[src/rtl/alu_lockstep_tester_if.sv]
// alu_lockstep_tester_if: operand/select bus to the dual lockstep ALU and its result/compare bus back.
//  master (tester): drives A0,B0,A1,B1,ALU_Sel1,ALU_Sel2; reads ALU_Out1/2, CarryOut1/2, x, y
//  slave  (ALU)   : the mirror image
interface alu_lockstep_tester_if;
  logic [3:0] A0, B0, A1, B1;
  logic [1:0] ALU_Sel1, ALU_Sel2;
  logic [3:0] ALU_Out1, ALU_Out2;
  logic       CarryOut1, CarryOut2;
  logic [3:0] x;
  logic       y;
  modport master (
    output A0, B0, A1, B1, ALU_Sel1, ALU_Sel2,
    input  ALU_Out1, ALU_Out2, CarryOut1, CarryOut2, x, y
  );
  modport slave (
    input  A0, B0, A1, B1, ALU_Sel1, ALU_Sel2,
    output ALU_Out1, ALU_Out2, CarryOut1, CarryOut2, x, y
  );
endinterface

[src/rtl/alu_lockstep_tester.sv]
// alu_lockstep_tester: LFSR-driven self-test of the dual 4-bit lockstep ALU with failure counting.
//  wb_clk_i, wb_rst_n (async, active-low), start, lockstep : control inputs
//  alu (master)                  : registered operands/selects out, ALU results and compare bus in
//  busy, done, pass              : run status (pass only ever with done)
//  err_count, first_err, vec_count : saturating fail count, index of first failure, vectors checked
module alu_lockstep_tester #(
  parameter logic [19:0] SEED     = 20'h5A5A5,
  parameter int          RESP_LAT = 2,
  parameter int          NUM_VEC  = 256
) (
  input  logic                  wb_clk_i,
  input  logic                  wb_rst_n,
  input  logic                  start,
  input  logic                  lockstep,
  alu_lockstep_tester_if.master alu,
  output logic                  busy,
  output logic                  done,
  output logic                  pass,
  output logic [7:0]            err_count,
  output logic [15:0]           first_err,
  output logic [15:0]           vec_count
);
  // An all-zero LFSR would lock up, so a zero seed becomes 1.
  localparam logic [19:0] S       = (SEED == 20'h0) ? 20'h00001 : SEED;
  localparam logic [15:0] LAT_END = 16'(RESP_LAT - 1);
  typedef enum logic [2:0] {IDLE, DRIVE, WAIT, CHECK, DONE} state_t;
  state_t      state;
  logic [19:0] lfsr;
  logic [15:0] lat;
  logic        ls;
  logic        fail;
  logic        last;
  logic [7:0]  err_next;
  // Lockstep mode is latched with the operands so the check matches the vector that was driven.
  assign fail = (alu.x != (alu.ALU_Out1 ^ alu.ALU_Out2)) ||
                (alu.y != (alu.CarryOut1 ^ alu.CarryOut2)) ||
                (ls && (alu.ALU_Out1 != alu.ALU_Out2 || alu.CarryOut1 != alu.CarryOut2));
  assign err_next = (fail && err_count != 8'hFF) ? err_count + 8'd1 : err_count;
  assign last = ({1'b0, vec_count} + 17'd1) >= 17'(NUM_VEC);
  always_ff @(posedge wb_clk_i or negedge wb_rst_n)
    if (!wb_rst_n) begin
      state        <= IDLE;
      lfsr         <= S;
      lat          <= '0;
      ls           <= 1'b0;
      alu.A0       <= '0;
      alu.B0       <= '0;
      alu.A1       <= '0;
      alu.B1       <= '0;
      alu.ALU_Sel1 <= '0;
      alu.ALU_Sel2 <= '0;
      busy         <= 1'b0;
      done         <= 1'b0;
      pass         <= 1'b0;
      err_count    <= '0;
      first_err    <= 16'hFFFF;
      vec_count    <= '0;
    end else
      case (state)
        IDLE, DONE:
          if (start) begin
            state     <= DRIVE;
            lfsr      <= S;
            busy      <= 1'b1;
            done      <= 1'b0;
            pass      <= 1'b0;
            err_count <= '0;
            first_err <= 16'hFFFF;
            vec_count <= '0;
          end
        DRIVE: begin
          alu.A0       <= lfsr[3:0];
          alu.B0       <= lfsr[7:4];
          alu.ALU_Sel1 <= lfsr[17:16];
          alu.A1       <= lockstep ? lfsr[3:0]   : lfsr[11:8];
          alu.B1       <= lockstep ? lfsr[7:4]   : lfsr[15:12];
          alu.ALU_Sel2 <= lockstep ? lfsr[17:16] : lfsr[19:18];
          ls           <= lockstep;
          lat          <= '0;
          state        <= WAIT;
        end
        WAIT: begin
          lat   <= lat + 16'd1;
          state <= (lat == LAT_END) ? CHECK : WAIT;
        end
        CHECK: begin
          vec_count <= vec_count + 16'd1;
          err_count <= err_next;
          lfsr      <= {lfsr[18:0], lfsr[19] ^ lfsr[16]};
          if (fail && first_err == 16'hFFFF) first_err <= vec_count;
          if (last) begin
            state <= DONE;
            busy  <= 1'b0;
            done  <= 1'b1;
            pass  <= (err_next == 8'd0);
          end else
            state <= DRIVE;
        end
        default: state <= IDLE;
      endcase
endmodule

[src/flat_wrapper.sv]
// flat-port wrapper written by rule: the top's interface ports become plain ports
module alu_lockstep_tester_flat 
#(
  parameter logic [19:0] SEED     = 20'h5A5A5,
  parameter int          RESP_LAT = 2,
  parameter int          NUM_VEC  = 256
)
  (wb_clk_i, wb_rst_n, start, lockstep, busy, done, pass, err_count, first_err, vec_count, alu_A0, alu_B0, alu_A1, alu_B1, alu_ALU_Sel1, alu_ALU_Sel2, alu_ALU_Out1, alu_ALU_Out2, alu_CarryOut1, alu_CarryOut2, alu_x, alu_y);
  alu_lockstep_tester_if alu_i ();
  input  logic wb_clk_i;
  input  logic wb_rst_n;
  input  logic start;
  input  logic lockstep;
  output logic busy;
  output logic done;
  output logic pass;
  output logic [7:0] err_count;
  output logic [15:0] first_err;
  output logic [15:0] vec_count;
  output wire logic [$bits(alu_i.A0)-1:0] alu_A0;
  output wire logic [$bits(alu_i.B0)-1:0] alu_B0;
  output wire logic [$bits(alu_i.A1)-1:0] alu_A1;
  output wire logic [$bits(alu_i.B1)-1:0] alu_B1;
  output wire logic [$bits(alu_i.ALU_Sel1)-1:0] alu_ALU_Sel1;
  output wire logic [$bits(alu_i.ALU_Sel2)-1:0] alu_ALU_Sel2;
  input wire logic [$bits(alu_i.ALU_Out1)-1:0] alu_ALU_Out1;
  input wire logic [$bits(alu_i.ALU_Out2)-1:0] alu_ALU_Out2;
  input wire logic [$bits(alu_i.CarryOut1)-1:0] alu_CarryOut1;
  input wire logic [$bits(alu_i.CarryOut2)-1:0] alu_CarryOut2;
  input wire logic [$bits(alu_i.x)-1:0] alu_x;
  input wire logic [$bits(alu_i.y)-1:0] alu_y;
  assign alu_A0 = alu_i.A0;
  assign alu_B0 = alu_i.B0;
  assign alu_A1 = alu_i.A1;
  assign alu_B1 = alu_i.B1;
  assign alu_ALU_Sel1 = alu_i.ALU_Sel1;
  assign alu_ALU_Sel2 = alu_i.ALU_Sel2;
  assign alu_i.ALU_Out1 = alu_ALU_Out1;
  assign alu_i.ALU_Out2 = alu_ALU_Out2;
  assign alu_i.CarryOut1 = alu_CarryOut1;
  assign alu_i.CarryOut2 = alu_CarryOut2;
  assign alu_i.x = alu_x;
  assign alu_i.y = alu_y;
  alu_lockstep_tester #(.SEED(SEED), .RESP_LAT(RESP_LAT), .NUM_VEC(NUM_VEC)) u_core (.wb_clk_i(wb_clk_i), .wb_rst_n(wb_rst_n), .start(start), .lockstep(lockstep), .alu(alu_i), .busy(busy), .done(done), .pass(pass), .err_count(err_count), .first_err(first_err), .vec_count(vec_count));
endmodule
[config.mk]
export PLATFORM = sky130hd
export DESIGN_NAME = alu_lockstep_tester_flat
export DESIGN_NICKNAME = d
export VERILOG_FILES = /design/src/rtl/alu_lockstep_tester_if.sv /design/src/rtl/alu_lockstep_tester.sv /design/src/flat_wrapper.sv
export SDC_FILE = /design/constraint.sdc
export NUM_CORES = 1
export LEC_CHECK = 0
export CORE_MARGIN = 8
export CORE_UTILIZATION = 45
export DETAILED_ROUTE_END_ITERATION = 6
export PLACE_DENSITY_LB_ADDON = 0.15
export SYNTH_ARGS = -nofsm -noshare
export SYNTH_HDL_FRONTEND = slang
export SYNTH_SLANG_ARGS = --single-unit
export TNS_END_PERCENT = 30
[constraint.sdc]
create_clock -name wb_clk_i -period 4.4 [get_ports wb_clk_i]
set_input_delay 0.88 -clock wb_clk_i [delete_from_list [all_inputs] [get_ports wb_clk_i]]
set_output_delay 0.88 -clock wb_clk_i [all_outputs]
set_load 0.03 [all_outputs]
Word level (Yosys, flattened, before mapping)
Index checks and enable logic that the tools add are counted.
{ "word_totals": {"reg_bits": 103, "in_bits": 19, "output_inout_bits": 63, "word_cells": 78} }
{ "classes": {"n_addsub": 4, "magnitude_cmp": 1, "n_eq_ne": 14, "muxes": 26, "bitwise_logic": 3, "reduce_logical": 14} }
{ "ops": {"columns": ["cell", "count"], "rows": [
  ["16-bit case mux with 2 select lines", 3],
  ["16-bit 2-to-1 mux", 3],
  ["20-bit case mux with 2 select lines", 1],
  ["16-bit by 1-bit adder with 16-bit output, second input constant", 2],
  ["20-bit 2-to-1 mux", 1],
  ["16-bit by 1-bit adder with 17-bit output, second input constant", 1],
  ["17-bit by 9-bit greater-or-equal comparator with 1-bit output, second input constant", 1],
  ["16-bit by 1-bit == test with 1-bit output, second input constant", 1],
  ["16-bit == test, second input constant", 1],
  ["8-bit 2-to-1 mux", 2],
  ["8-bit case mux with 2 select lines", 1],
  ["3-bit case mux with 4 select lines", 1],
  ["8-bit by 1-bit adder with 8-bit output, second input constant", 1],
  ["8-bit logical NOT", 1],
  ["4-bit 2-to-1 mux", 2],
  ["4-bit inequality test", 2],
  ["8-bit inequality test, second input constant", 1],
  ["3-bit by 2-bit == test with 1-bit output, second input constant", 2],
  ["1-bit 2-to-1 mux", 6],
  ["3-bit 2-to-1 mux", 2],
  ["1-bit case mux with 2 select lines", 3],
  ["3-bit AND reduction", 2],
  ["2-bit by 1-bit inequality test with 1-bit output, second input constant", 2],
  ["2-bit nonzero test", 2],
  ["other kinds (12)", 18]
]} }

Logic depth before layout (Yosys ltp)
Gate-level depths: netlist (run 1).
{ "logic_depth": {"word_depth": 9, "mapped_depth": 8} }

Least setup slack after synthesis (run 1)
No wires, ideal clock.
{ "synth_path": {"path_kind": "register -> register", "start": "register u_core.vec_count[0]", "end": "register u_core.state[0]", "arrival_ps": 2559, "required_ps": 4331, "setup_slack_ps": 1772, "stages_incl_launch_ff": 8, "n_path_buf": 0, "path_cell_list": "dfrtp_1 -> ha_1 -> nand2_1 -> nor3_1 -> mux2_2 -> o32a_1 -> or4_1 -> nand3_1"} }
{ "synth_between": {"elab_chain_cells": 4} }
{ "synth_lines": {"columns": ["item", "line_no", "text"], "rows": [
  ["start, declared", "alu_lockstep_tester.sv:21", "output logic [15:0] vec_count"],
  ["start signal, assigned", "alu_lockstep_tester.sv:87", "vec_count <= vec_count + 16'd1;"],
  ["16-bit by 1-bit adder with 17-bit output", "alu_lockstep_tester.sv:39", "assign last = ({1'b0, vec_count} + 17'd1) >= 17'(NUM_VEC);"],
  ["17-bit by 9-bit greater-or-equal comparator with 1-bit output", "alu_lockstep_tester.sv:39", null],
  ["3-bit 2-to-1 mux", "alu_lockstep_tester.sv:91", "if (last) begin"],
  ["3-bit case mux with 4 select lines", "alu_lockstep_tester.sv:59", "case (state)"],
  ["end signal, assigned", "alu_lockstep_tester.sv:84", "state <= (lat == LAT_END) ? CHECK : WAIT;"],
  ["end, declared", "alu_lockstep_tester.sv:27", "state_t state;"]
]} }
Every way passes these cells.
A chain may end at the register's enable or synchronous reset.

Worst setup path in the final report (run 1)
{ "layout_path": {"start": "register u_core.vec_count[1]", "end": "register u_core.pass"} }
{ "layout_between": {"elab_chain_cells": 4} }
{ "layout_lines": {"columns": ["item", "line_no", "text"], "rows": [
  ["16-bit by 1-bit adder with 17-bit output", "alu_lockstep_tester.sv:39", null],
  ["17-bit by 9-bit greater-or-equal comparator with 1-bit output", "alu_lockstep_tester.sv:39", null],
  ["2-bit by 1-bit inequality test with 1-bit output (no line)", null, null],
  ["3-bit AND reduction (no line)", null, null],
  ["end signal, assigned", "alu_lockstep_tester.sv:95", "pass <= (err_next == 8'd0);"],
  ["end, declared", "alu_lockstep_tester.sv:18", "output logic pass,"]
]} }
Every way passes these cells.

==> results of run 1 <==
-- metal layers --
layer  vias to the layer above  share of wire, %  track usage (%)
met2                       108                45            24.94
met5                         -                 0                0
li1                       1836                 -                -
met1                      1859                46            22.12
met3                        17               6.3            4.582
met4                         0               1.7            5.464
-- report_power, final --
group | internal, uW | switching [uW] | total (uW)
Sequential | 1280 | 246 | 1530
Combinational | 652 | 869 | 1520
Clock | 219 | 368 | 587
-- cells in the final DEF, fill, tap and decap left out, types with 7 or more instances in the layout --
master and instances:
o22a_1 25, dfrtp_1 77, mux2i_1 14, nand3_1 27, buf_4 9, a22o_1 14, and3_1 8, dfstp_2 26
nor2_1 25, clkdlybuf4s50_1 80, inv_1 8, a31oi_1 7, o31ai_1 8, nand2_1 45, o21ai_0 47, a21oi_1 7
clkbuf_8 9, xnor2_1 7, nand4_1 16, mux2_2 15
-- worst max-delay path: stages (launching register included) --
cell	delay (ns)
dfrtp_1	0.53
ha_1	0.36
nand2_1	0.15
nor3_1	0.36
mux2_2	0.38
o32a_1	0.32
o31ai_2	0.49
nand3_1	0.15
o31ai_1	0.09
-- registers in the layout (all words and copies together) (netlist names) --
signal and cells:
u_core.busy 1, u_core.first_err 16, u_core.alu.A0 4, u_core.lat 16, u_core.ls 1, u_core.alu.ALU_Sel1 2, u_core.lfsr 20, u_core.alu.ALU_Sel2 2
u_core.err_count 8, u_core.alu.B1 4, u_core.vec_count 16, u_core.state 3, u_core.done 1, u_core.pass 1, u_core.alu.B0 4, u_core.alu.A1 4
-- logic make-up (layout without fill, tap and decap cells) --
family                     after synthesis  after routing  synth area share, %
and+or+nand+nor                        151            151                16.15
muxes                                   29             29                6.424
adders and majority gates                5              5                1.300
AOI/OAI and AO/OA                      123            123                17.50
buffers and inverters                   30            113                2.367
DFF                                    103            103                54.25
xor gates and xnor gates                11             11                2.003
-- through the flow --
stage	setup slack, ns	utilization [%]	power, uW	hold WS, ns
finish	1.505	57.46	3636	0.4397
global route	1.300	57.46	3877	0.4675
CTS	1.475	57.46	3677	0.4537
detailed placement	1.149	55.60	3090	0.4687
global placement	1.226	55.60	3058	0.4600
floorplan	1.772	-	2496	0.4526
-- layout make-up --
| class | count | area (um^2) | share of cell area, % |
|---|---|---|---|
| clock inverters | 7 | 68.82 | 1.155 |
| repair buffers | 89 | 868.3 | 14.57 |
| inverters | 8 | 30.03 | 0.5040 |
| well taps | 136 | 170.2 | 2.856 |
| clock buffers | 9 | 123.9 | 2.079 |
| multi-input cells | 319 | 2087 | 35.03 |
| flip-flops and latches | 103 | 2610 | 43.81 |
-- worst paths after layout --
kind	from	end	slack (ns)	cells after the start
worst min register to register	u_core.alu.B1[0]	u_core.alu.B1[0]	0.48	2
worst min-delay path	wb_rst_n	u_core.lat[14]	0.44	1
worst max register to register	u_core.vec_count[1]	u_core.pass	1.51	8
max in group asynchronous	wb_rst_n	u_core.first_err[4]	3.11	2
min in group wb_clk_i	u_core.alu.B1[0]	u_core.alu.B1[0]	0.48	2
worst max-delay path	u_core.vec_count[1]	u_core.pass	1.51	8
==> metrics.md, run 1 <==
| Metric | Value |
|---|---|
| Period utilisation layout | `65.80%` |
| Setup crit end kind | `flop` |
| Final wirelength | `11470 um` |
| Post-route DRC | `0` |
| Pin count of the biggest net entering global routing | `45` |
| Peak supply drop | `0.0003078 V` |
| Ant. Diodes | `0` |
| Synth top area share | `40.05%` |
| Max Cap Violations | `0` |
| Die Y-Extent | `119.4 um` |
| Post-synth EDFFs | `0` |
| HP Class | `primary input to async pin` |
| Top cells by count, synth | `dfrtp_1, o21ai_0, nand2_1` |
| Final global-route overflow total | `0` |
| RSZ-0062 raised after global routing | `false` |
| Routed WL per cell | `17.09 um` |
| GRT Util Overall | `16.40%` |
| Post-Layout Cell Count | `671` |
| Critical path required time | `4.68 ns` |
| Iteration-0 DRC count of the detailed router | `229` |
| Post-cts sizing count | `0` |
| Hold buffers post-CTS | `0` |
| Cell Rows | `37` |
| Synth Net Count | `476` |
| TritonCTS buffer count | `9` |
| Post-CTS setup buffer count | `0` |
| Slew HR | `54.95%` |
| Crit path kind | `flop to flop` |
| Hold Violations, Final | `0` |
| First drt pass iteration count | `4` |
| # H-tree levels | `3` |
| CTS tree | `done` |
| Maximum root-to-sink buffer count | `2` |
| PwrDens | `610.3 nW/um^2` |
| Register bit count reported by yosys | `103` |
| # clock sinks | `103` |
| Area grow syn2layout | `23.85%` |
| # placed instances | `655` |
| Setup Skew | `0.01624 ns` |
| TNS Setup | `0 ns` |
| Fillers | `945` |
| Vias per cell | `5.693` |
| Share of cells above drive strength 1 | `13.08%` |
| Netlist cell types | `44` |
| Core Region | `10370 um^2` |
| Top post-synthesis cells by area | `dfrtp_1, dfstp_2, o21ai_0, o22a_1, mux2_2` |
| Final setup vio count | `0` |
| Primary FF master, synth | `dfrtp_1` |
| WP data arrival | `3.17 ns` |
| Clk_lat worst skew | `0.38 ns` |
| Post-detail-place hpwl | `7985 um` |
| Crit-path max FO | `8` |
| Antenna violations before repair | `0` |
| Synth area leader | `dfrtp_1` |
| Async set or reset register ratio after synthesis | `100.0%` |
| Max Transition Viols Final | `0` |
| Input/output buffers | `81` |
| Register area share after synthesis | `54.25%` |
| Min cycle time layout | `2.895 ns` |
| Via count | `3820` |
| NumNets Final | `554` |
| First-pass GRT wire length | `19260 um` |
| Worst setup SP type | `flop` |
| Mapped Avg Cell Area | `10.64 um^2` |
| Initial Utilization | `46.39%` |
| Gate count of the mapped netlist | `452` |
| F_max | `345.4 MHz` |
| Leak | `0.002482 uW` |
| Antenna-violating nets left | `0` |
| Outcome | `complete, no violations` |
| GPL Wtd Cong | `0.8259` |
| Design area | `5958 um^2` |
| Post-synthesis cell area | `4811 um^2` |
| CTS root buf | `clkbuf_8` |
| Vias in the first global route | `3742` |
| Worst Tran Pin Value | `0.6737 ns` |
| Clock transition at the registers of the reported paths | `0.12 ns` |
| Die Area | `14260 um^2` |
| Synth warnings | `0` |
| Most frequent cell after synthesis | `dfrtp_1` |
| DP Area | `5766 um^2` |
| Die width | `119.4 um` |
| # IOs | `82` |
(Power assumes the default switching activity.)
==> inputs of run 2 (changes only) <==
- clock period: 4.4 -> 2.7 ns (I/O delays scaled with it)
==> run 2 against run 1 <==
Net effect: global-route usage is 0.35 points higher; clock power rose by 54%; maximum frequency rose by 15%; clock skew is 0.0024 ns lower; combinational power is 71% higher; sequential cell count unchanged; die area did not move; cell count rose by 1.9%; design area increased by 1.6%; critical endpoint unchanged; largest cell class unchanged; largest power group is now combinational logic.
==> metrics.md, run 2 (synthesis gave the netlist of run 1 again) <==
| Metric | Value |
|---|---|
| Slew HR | `55.40%` |
| First drt pass iteration count | `4` |
| Crit path kind | `flop to flop` |
| Ant. Diodes | `0` |
| Crit path buffers/inverters | `0` |
| Peak supply drop | `0.0005940 V` |
| Biggest register | `u_core.lfsr` |
| Post-Place Worst Slack | `0.1080 ns` |
| CTS tree | `done` |
| Worst hold slack | `0.1703 ns` |
| Input/output buffers | `81` |
| Die Y-Extent | `119.4 um` |
| Post-CTS setup buffer count | `0` |
| Post-Layout Cell Count | `684` |
| TritonCTS buffer count | `9` |
| Share of cells above drive strength 1 | `15.15%` |
| Largest register FFs | `20` |
| Setup Skew | `0.01385 ns` |
| Post-route DRC | `0` |
| DP Area | `5876 um^2` |
| Max Cap Violations | `0` |
| Setup crit end kind | `flop` |
| Final wirelength | `11630 um` |
| Final setup vio count | `0` |
| Post-detail-place hpwl | `8274 um` |
| Max Transition Viols Final | `0` |
| Antenna-violating nets left | `0` |
| Hold Violations, Final | `0` |
| HP Class | `primary input to async pin` |
| Iteration-0 DRC count of the detailed router | `231` |
| Vias per cell | `5.694` |
| CP Cell Sequence | `ha_1, nand2_1, nor3_1, mux2_2, o32a_1, o31ai_2, nand3_1, o31ai_1` |
| # clock sinks | `103` |
| # placed instances | `668` |
| Post-cts sizing count | `0` |
| TNS Setup | `0 ns` |
| Critical path required time | `2.99 ns` |
| Leak | `0.002553 uW` |
| First-pass GRT wire length | `19690 um` |
| Min cycle time layout | `2.509 ns` |
| Routed WL per cell | `17.00 um` |
| Hold buffers post-CTS | `0` |
| Final Worst Setup Slack | `0.1911 ns` |
| Clk_lat worst skew | `0.38 ns` |
| Worst Tran Pin Value | `0.6670 ns` |
| Via count | `3895` |
| Outcome | `complete, no violations` |
| F_max | `398.6 MHz` |
| Design area | `6055 um^2` |
| Cell Rows | `37` |
| Worst setup SP type | `flop` |
| Period utilisation layout | `92.92%` |
| Die Area | `14260 um^2` |
| Crit-path max FO | `5` |
| GPL Wtd Cong | `0.8312` |
| Area grow syn2layout | `25.85%` |
| RSZ-0062 raised after global routing | `false` |
| Slowest CP cell | `o31ai_2` |
| Core Region | `10370 um^2` |
| Final global-route overflow total | `0` |
| Antenna violations before repair | `0` |
| Pin count of the biggest net entering global routing | `48` |
| Initial Utilization | `46.39%` |
| CTS root buf | `clkbuf_8` |
| Vias in the first global route | `3855` |
| GRT Util Overall | `16.75%` |
| # H-tree levels | `3` |
| Die width | `119.4 um` |
| NumNets Final | `567` |
| Fillers | `930` |
| Maximum root-to-sink buffer count | `2` |
| Clock transition at the registers of the reported paths | `0.10 ns` |
| Commonest non-fill, non-tap cell in the layout | `clkdlybuf4s50_1` |
| Commonest cells after routing, fill and taps aside | `clkdlybuf4s50_1, dfrtp_1, o21ai_0, nand2_1, nand3_1` |
| WP data arrival | `2.80 ns` |
| PwrDens | `982.5 nW/um^2` |
| Crit path largest cell delay | `0.49 ns` |
| CP top delay family | `compound AO/OA/AOI/OAI gates` |
| # IOs | `82` |
[run 2: cell type report]
type	count	area, um^2	area share (%)
well taps	136	170.2	2.810
clock inverters	7	55.05	0.9093
clock buffers	9	123.9	2.046
flip-flops and latches	103	2610	43.11
repair buffers	102	978.4	16.16
multi-input cells	319	2087	34.47
inverters	8	30.03	0.4960
[run 2: worst paths after layout]
| check | start | end | slack, ns | depth (start not counted) |
|---|---|---|---|---|
| worst min-delay path | wb_rst_n | u_core.lat[13] | 0.17 | 1 |
| worst max-delay path | u_core.vec_count[0] | u_core.pass | 0.19 | 8 |
| max in group asynchronous | wb_rst_n | u_core.first_err[14] | 1.76 | 2 |
| worst min register to register | u_core.alu.B1[0] | u_core.alu.B1[0] | 0.49 | 2 |
| worst max register to register | u_core.vec_count[0] | u_core.pass | 0.19 | 8 |
| min in group wb_clk_i | u_core.alu.B1[0] | u_core.alu.B1[0] | 0.49 | 2 |
[run 2: metal layers]
layer  track usage, %  up-vias  wire (um)
li1                 -     1873          -
met1            22.21     1914       5353
met2            26.10       92       5395
met3            5.007       16        723
met4            4.684        0        152
met5                0        -          0
[run 2: where the power goes]
group,total (uW),switching (uW),internal (uW)
Clock,902,556,345
Combinational,2600,1480,1120
Sequential,2450,365,2080
[run 2: stage by stage]
| stage | total power [uW] | util, % |
|---|---|---|
| floorplan | 4067 | - |
| global placement | 5056 | 56.66 |
| detailed placement | 5109 | 56.66 |
| CTS | 6027 | 58.39 |
| global route | 6349 | 58.39 |
| finish | 5949 | 58.39 |
